[src/rtl/half_img_ctrl.sv]
// -----------------------------------------------------------------------------
// half_img_ctrl
//
// Purpose:
//   Tracks pixel coordinates in an incoming video stream and flags the right
//   half of each line (col >= HALF_IMG_W) as valid. It checks the line and
//   frame geometry against IMG_W x IMG_H and latches sticky errors when they
//   do not match. Every output is a flop, so all outputs appear exactly one
//   cycle after the inputs that produce them.
//
// Ports:
//   clk          : single clock for all logic
//   rst          : synchronous, active-high reset
//   enable       : run request; when low the controller returns to IDLE and
//                  clears its error flags
//   de_in        : data enable (one active pixel per cycle when high)
//   h_sync_in    : horizontal sync (passed through only)
//   v_sync_in    : vertical sync, high during vertical blanking
//   de_out       : de_in delayed by one cycle
//   h_sync_out   : h_sync_in delayed by one cycle
//   v_sync_out   : v_sync_in delayed by one cycle
//   col_out      : column of the pixel presented on de_out (held when idle)
//   row_out      : row of the pixel presented on de_out (held when idle)
//   valid_out    : pixel on de_out lies in the right half of an ACTIVE line
//   line_start   : strobe on column 0 of every line
//   line_end     : strobe on column IMG_W-1 of every line
//   frame_start  : strobe on pixel (row 0, col 0)
//   frame_done   : strobe on the last pixel of the last line
//   err_line     : sticky; a line was shorter or longer than IMG_W
//   err_frame    : sticky; vsync came early or pixels arrived after the frame
//   state_out    : FSM state (IDLE=0, SYNC=1, ACTIVE=2, DONE=3)
//   frame_cnt    : number of completed frames, wraps at 16 bits
// -----------------------------------------------------------------------------
module half_img_ctrl #(
    parameter int IMG_W      = 64,
    parameter int IMG_H      = 64,
    parameter int HALF_IMG_W = 32,
    parameter int COL_WIDTH  = 11,
    parameter int ROW_WIDTH  = 10
) (
    input  logic                 clk,
    input  logic                 rst,
    input  logic                 enable,
    input  logic                 de_in,
    input  logic                 h_sync_in,
    input  logic                 v_sync_in,
    output logic                 de_out,
    output logic                 h_sync_out,
    output logic                 v_sync_out,
    output logic [COL_WIDTH-1:0] col_out,
    output logic [ROW_WIDTH-1:0] row_out,
    output logic                 valid_out,
    output logic                 line_start,
    output logic                 line_end,
    output logic                 frame_start,
    output logic                 frame_done,
    output logic                 err_line,
    output logic                 err_frame,
    output logic [1:0]           state_out,
    output logic [15:0]          frame_cnt
);

    typedef enum logic [1:0] {
        IDLE   = 2'd0,
        SYNC   = 2'd1,
        ACTIVE = 2'd2,
        DONE   = 2'd3
    } state_t;

    localparam logic [COL_WIDTH-1:0] IMG_W_C    = COL_WIDTH'(IMG_W);
    localparam logic [COL_WIDTH-1:0] LAST_COL_C = COL_WIDTH'(IMG_W - 1);
    localparam logic [COL_WIDTH-1:0] HALF_C     = COL_WIDTH'(HALF_IMG_W);
    localparam logic [ROW_WIDTH-1:0] LAST_ROW_C = ROW_WIDTH'(IMG_H - 1);

    // FSM and line/frame counters
    state_t                 state_q,       state_d;
    logic [COL_WIDTH-1:0]   col_q,         col_d;
    logic [ROW_WIDTH-1:0]   row_q,         row_d;

    // Output registers
    logic                   de_out_q;
    logic                   h_sync_out_q;
    logic                   v_sync_out_q;
    logic [COL_WIDTH-1:0]   col_out_q,     col_out_d;
    logic [ROW_WIDTH-1:0]   row_out_q,     row_out_d;
    logic                   valid_q,       valid_d;
    logic                   line_start_q,  line_start_d;
    logic                   line_end_q,    line_end_d;
    logic                   frame_start_q, frame_start_d;
    logic                   frame_done_q,  frame_done_d;
    logic                   err_line_q,    err_line_d;
    logic                   err_frame_q,   err_frame_d;
    logic [15:0]            frame_cnt_q,   frame_cnt_d;

    // Edge detectors reuse the delayed sync/enable outputs as the previous
    // sample, so no extra history flops are needed.
    logic                   de_fall_s;
    logic                   vs_fall_s;

    assign de_fall_s = de_out_q & ~de_in;
    assign vs_fall_s = v_sync_out_q & ~v_sync_in;

    // Next-state, counter and output-register computation
    always_comb begin
        state_d       = state_q;
        col_d         = col_q;
        row_d         = row_q;
        col_out_d     = col_out_q;
        row_out_d     = row_out_q;
        valid_d       = 1'b0;
        line_start_d  = 1'b0;
        line_end_d    = 1'b0;
        frame_start_d = 1'b0;
        frame_done_d  = 1'b0;
        err_line_d    = err_line_q;
        err_frame_d   = err_frame_q;
        frame_cnt_d   = frame_cnt_q;

        if (!enable) begin
            // Dropping enable abandons the frame and clears the sticky errors.
            state_d     = IDLE;
            col_d       = {COL_WIDTH{1'b0}};
            row_d       = {ROW_WIDTH{1'b0}};
            err_line_d  = 1'b0;
            err_frame_d = 1'b0;
        end else begin
            case (state_q)
                IDLE: begin
                    state_d = SYNC;
                end

                SYNC: begin
                    // Counters are held at the origin so the frame starts at
                    // (0,0) as soon as vertical blanking ends.
                    col_d = {COL_WIDTH{1'b0}};
                    row_d = {ROW_WIDTH{1'b0}};
                    if (vs_fall_s) begin
                        state_d = ACTIVE;
                    end else begin
                        state_d = SYNC;
                    end
                end

                ACTIVE: begin
                    if (de_in) begin
                        col_out_d = col_q;
                        row_out_d = row_q;
                    end else begin
                        col_out_d = col_out_q;
                        row_out_d = row_out_q;
                    end

                    // Error checks come first so that they win over any
                    // normal transition in the same cycle.
                    if (v_sync_in) begin
                        err_frame_d = 1'b1;
                        state_d     = SYNC;
                    end else if (de_in && (col_q >= IMG_W_C)) begin
                        // Pixel IMG_W+1 of an over-long run: reported but
                        // never marked valid.
                        err_line_d = 1'b1;
                        state_d    = SYNC;
                    end else if (de_fall_s && (col_q != IMG_W_C)) begin
                        err_line_d = 1'b1;
                        state_d    = SYNC;
                    end else if (de_in) begin
                        valid_d       = (col_q >= HALF_C);
                        line_start_d  = (col_q == {COL_WIDTH{1'b0}});
                        line_end_d    = (col_q == LAST_COL_C);
                        frame_start_d = (col_q == {COL_WIDTH{1'b0}}) &&
                                        (row_q == {ROW_WIDTH{1'b0}});
                        col_d         = col_q + COL_WIDTH'(1);
                        // The final pixel of the final line closes the frame
                        // immediately so frame_done lines up with it.
                        if ((col_q == LAST_COL_C) && (row_q == LAST_ROW_C)) begin
                            frame_done_d = 1'b1;
                            frame_cnt_d  = frame_cnt_q + 16'd1;
                            state_d      = DONE;
                        end else begin
                            state_d = ACTIVE;
                        end
                    end else if (de_fall_s) begin
                        col_d   = {COL_WIDTH{1'b0}};
                        row_d   = row_q + ROW_WIDTH'(1);
                        state_d = ACTIVE;
                    end else begin
                        state_d = ACTIVE;
                    end
                end

                DONE: begin
                    if (de_in) begin
                        err_frame_d = 1'b1;
                        state_d     = SYNC;
                    end else if (v_sync_in) begin
                        state_d = SYNC;
                    end else begin
                        state_d = DONE;
                    end
                end

                default: begin
                    state_d = IDLE;
                end
            endcase
        end
    end

    // State, counter and output registers with synchronous reset
    always_ff @(posedge clk) begin
        if (rst) begin
            state_q       <= IDLE;
            col_q         <= {COL_WIDTH{1'b0}};
            row_q         <= {ROW_WIDTH{1'b0}};
            de_out_q      <= 1'b0;
            h_sync_out_q  <= 1'b0;
            v_sync_out_q  <= 1'b1;
            col_out_q     <= {COL_WIDTH{1'b0}};
            row_out_q     <= {ROW_WIDTH{1'b0}};
            valid_q       <= 1'b0;
            line_start_q  <= 1'b0;
            line_end_q    <= 1'b0;
            frame_start_q <= 1'b0;
            frame_done_q  <= 1'b0;
            err_line_q    <= 1'b0;
            err_frame_q   <= 1'b0;
            frame_cnt_q   <= 16'd0;
        end else begin
            state_q       <= state_d;
            col_q         <= col_d;
            row_q         <= row_d;
            de_out_q      <= de_in;
            h_sync_out_q  <= h_sync_in;
            v_sync_out_q  <= v_sync_in;
            col_out_q     <= col_out_d;
            row_out_q     <= row_out_d;
            valid_q       <= valid_d;
            line_start_q  <= line_start_d;
            line_end_q    <= line_end_d;
            frame_start_q <= frame_start_d;
            frame_done_q  <= frame_done_d;
            err_line_q    <= err_line_d;
            err_frame_q   <= err_frame_d;
            frame_cnt_q   <= frame_cnt_d;
        end
    end

    assign de_out      = de_out_q;
    assign h_sync_out  = h_sync_out_q;
    assign v_sync_out  = v_sync_out_q;
    assign col_out     = col_out_q;
    assign row_out     = row_out_q;
    assign valid_out   = valid_q;
    assign line_start  = line_start_q;
    assign line_end    = line_end_q;
    assign frame_start = frame_start_q;
    assign frame_done  = frame_done_q;
    assign err_line    = err_line_q;
    assign err_frame   = err_frame_q;
    assign state_out   = state_q;
    assign frame_cnt   = frame_cnt_q;

endmodule

[config.mk]
export PLATFORM = sky130hd
export DESIGN_NAME = half_img_ctrl
export DESIGN_NICKNAME = d
export VERILOG_FILES = /design/src/rtl/half_img_ctrl.sv
export SDC_FILE = /design/constraint.sdc
export NUM_CORES = 1
export LEC_CHECK = 0
export CAP_MARGIN = 20
export CORE_MARGIN = 2
export CORE_UTILIZATION = 35
export CTS_BUF_LIST = sky130_fd_sc_hd__clkbuf_8
export CTS_CLUSTER_DIAMETER = 150
export DETAILED_ROUTE_END_ITERATION = 12
export PLACE_DENSITY_LB_ADDON = 0.15
export SLEW_MARGIN = 20
export SYNTH_ARGS = -nofsm -noshare
export SYNTH_HDL_FRONTEND = slang
export SYNTH_SLANG_ARGS = --single-unit
export TNS_END_PERCENT = 100
[constraint.sdc]
create_clock -name clk -period 2.7 [get_ports clk]
set_input_delay 0.54 -clock clk [delete_from_list [all_inputs] [get_ports clk]]
set_output_delay 0.54 -clock clk [all_outputs]
set_load 0.05 [all_outputs]
==> impl_metrics.yaml, run 1 <==
cts:
  cts_htree_levels: 3
  numCtsBuffers: 9
  clockBufferDepth: 2
  insertion_delay_ps: 340
  cts_hold_buf: 0
  cts_tree: "built"
  cts_sinks: 70
  cts_root_buf: "clkbuf_8"
  cts_resized: 0
  post_cts_buffers: 0
  clkTransAtPathRegs_ps: 80
sta:
  hold_slack_ps: 456
  hold_viol_final: 0
  finalSetupTns_ps: 0
  period_needed_ps: 2310
  slew_headroom_pct: 50.0
  period_share_pct: 85.6
  setup_ws_ps: 389
  setup_viol: 0
  worst_slew_pin_slew_ps: 743
  finClkSkew_ps: 11.9
  rsz0062_at_grt: "false"
  fmax_mhz: 433
  slew_violations: 0
grt:
  grt_use_total_pct: 16.8
  gr-total-overflow: 0
  antenna_found_initial: 0
  grt_max_degree: 40
  grt_first_pass_wirelength_mm: 13.2
  grt_pass1_vias: 2659
logic_synthesis:
  ys_seq_elements: 70
  synthDistinctLibCells: 46
  synth_ff_type: "dfxtp_1"
  syn_area_um2: 3100
  async_reset_ff_share_pct: 0
  avgSynthCellArea_um2: 8.23
  yosys.area.top_type: "dfxtp_1"
  synth_nets: 388
  synth-edff-count: 0
  synth_cells: 377
  synth_top_area_share_pct: 45.2
  synth.area.top_cells: "dfxtp_1, nand2_1, a21oi_1"
  synth_seq_area_share_pct: 45.2
  yosysWarnings: 0
detailed_routing:
  drt-initial-drc-count: 100
  drt_first_pass_iters: 5
  drc: 0
  vias: 2857
  routed_wl_mm: 7.94
  antenna_left: 0
  via_per_inst: 5.23
  wl_per_cell_um: 14.5
worst_hold_path:
  hp-class: "reg2reg"
  whs_path_depth: 2
setup_path:
  crit_type: "reg2out"
  crit_slowest_cell: "clkdlybuf4s50_1"
  cp-start-kind: "register"
  crit_family: "buffers and inverters"
  cp.required_ps: 2160
  worst-path-max-fanout: 12
  reg2reg_depth: 7
  crit_path_end_kind: "output port"
  worst-path-stages: 1
  arrival_ps: 1770
  critPathMaxStageDelay_ps: 880
  cp_cell_sequence: "clkdlybuf4s50_1"
  crit_buf_inv: 1
pwr:
  seqPwrFrac_pct: 54.4
  p_clk_share_pct: 41.3
  p_switching_uw: 466
  swShare_pct: 24.4
  p_leak_nw: 1.26
  combPwrFrac_pct: 4.3
  ir_drop_mv: 0.184
  p_int_mw: 1.45
  p_per_area_nw_per_um2: 482
layout:
  utilization_pct: 45.7
  drive_gt1_share_pct: 9.59
  diodes: 0
  syn_to_final_growth_pct: 27.9
  nets: 444
place:
  gp_routability_congestion: 0.825
  dp_hpwl_mm: 5.71
  io_buffers: 54
  dp_slack_ps: 127
floorplan:
  die_w_um: 98.2
  core-area_um2: 8680
  die_y_um: 98.2
  start_util_pct: 35.8
  row_count: 34
  dieArea_um2: 9630
  pin_count: 55
run:
  maxCapViolations: 0
outcome:
  outcome: "completed"
[flip-flops by register name (all words and copies together) (netlist names), 2 cells and up]
name / flops
frame_cnt: 16
col_out: 11
col_q: 11
row_out: 10
row_q: 10
state_out: 2
[worst min-delay path: stages, from the launching register on]
cell and delay [ps]:
dfxtp_1 310, nand2_1 50, a21oi_1 50
[per-layer routing]
| metal | track usage (%) | vias to the layer above | wire length [um] |
|---|---|---|---|
| li1 | - | 1474 | - |
| met1 | 24.1 | 1311 | 4000 |
| met2 | 25.5 | 64 | 3450 |
| met3 | 3.01 | 8 | 407 |
| met4 | 6.11 | 0 | 79 |
| met5 | 0 | - | 0 |
[metrics by stage]
step           power [mW]  cell area (um2)  cells
2_1_floorplan        1.11             3100    377
3_3_place_gp         1.15             3780    530
3_5_place_dp         1.15             3780    530
4_1_cts              1.93             3970    546
5_1_grt              1.98             3970    546
6_report             1.91             3970    546
[cell families (layout without fill, tap and decap cells)]
group,count (synthesis),count (layout),synth area share (%)
compound gates,83,83,15.5
xor+xnor,2,2,0.565
fa+ha+maj,5,5,2.02
buf+inv,29,90,3.67
flops,70,70,45.2
mux,3,3,1.05
simple gates,185,185,32.0
[cells in the final DEF, fill, tap and decap left out, types with 11 or more instances in the layout]
cell,instances
o31ai_1,14
or4_1,14
nand2_1,68
clkdlybuf4s50_1,54
dfxtp_1,70
buf_4,12
nand3_1,16
nor2_1,22
a21oi_1,48
clkbuf_8,11
[power groups by stage]
stage	clock [mW]	sequential, mW	combinational, mW
global placement	0	1.06	0.0827
finish	0.789	1.04	0.0827
detailed placement	0	1.06	0.0820
CTS	0.807	1.04	0.0825
floorplan	0	1.07	0.0383
global route	0.848	1.04	0.0890
[cells in the mapped netlist, types with 5 or more instances]
library cell  count
nand4_1           9
nor2_1           22
nor2b_1           6
o31ai_1          14
clkbuf_1         19
o21ai_0           9
or3_1             5
and2_1            6
ha_1              5
inv_1             8
nand2_1          68
nand3_1          16
or4_1            14
a21oi_1          48
dfxtp_1          70
[final cells by class]
| type | count | area [um2] |
|---|---|---|
| Timing Repair Buffer | 66 | 631 |
| Inverter | 8 | 30.0 |
| Tap cell | 108 | 135 |
| Sequential cell | 70 | 1400 |
| Multi-Input combinational cell | 278 | 1590 |
| Fill cell | 899 | 4710 |
| Clock inverter | 5 | 33.8 |
| Clock buffer | 11 | 151 |
[final timing paths]
check | start | endpoint | slack, ps
worst max-delay path | state_out[0]$_SDFF_PP0_ | state_out[0] | 390
worst max register to register | col_q[0]$_SDFFE_PP0P_ | col_q[1]$_SDFFE_PP0P_ | 410
worst min register to register | row_out[1]$_SDFFE_PP0P_ | row_out[1]$_SDFFE_PP0P_ | 460
worst min-delay path | row_out[1]$_SDFFE_PP0P_ | row_out[1]$_SDFFE_PP0P_ | 460
Note: power is estimated with default switching activity, not from simulation.
==> inputs of run 2 (changes only) <==
--- a/config.mk
+++ b/config.mk
@@ -8,7 +8,6 @@
 export CAP_MARGIN = 20
 export CORE_MARGIN = 2
 export CORE_UTILIZATION = 35
-export CTS_BUF_LIST = sky130_fd_sc_hd__clkbuf_8
 export CTS_CLUSTER_DIAMETER = 150
 export DETAILED_ROUTE_END_ITERATION = 12
 export PLACE_DENSITY_LB_ADDON = 0.15
==> results of run 2 <==
Final layout, timing and power as in run 1 (identical DEF).
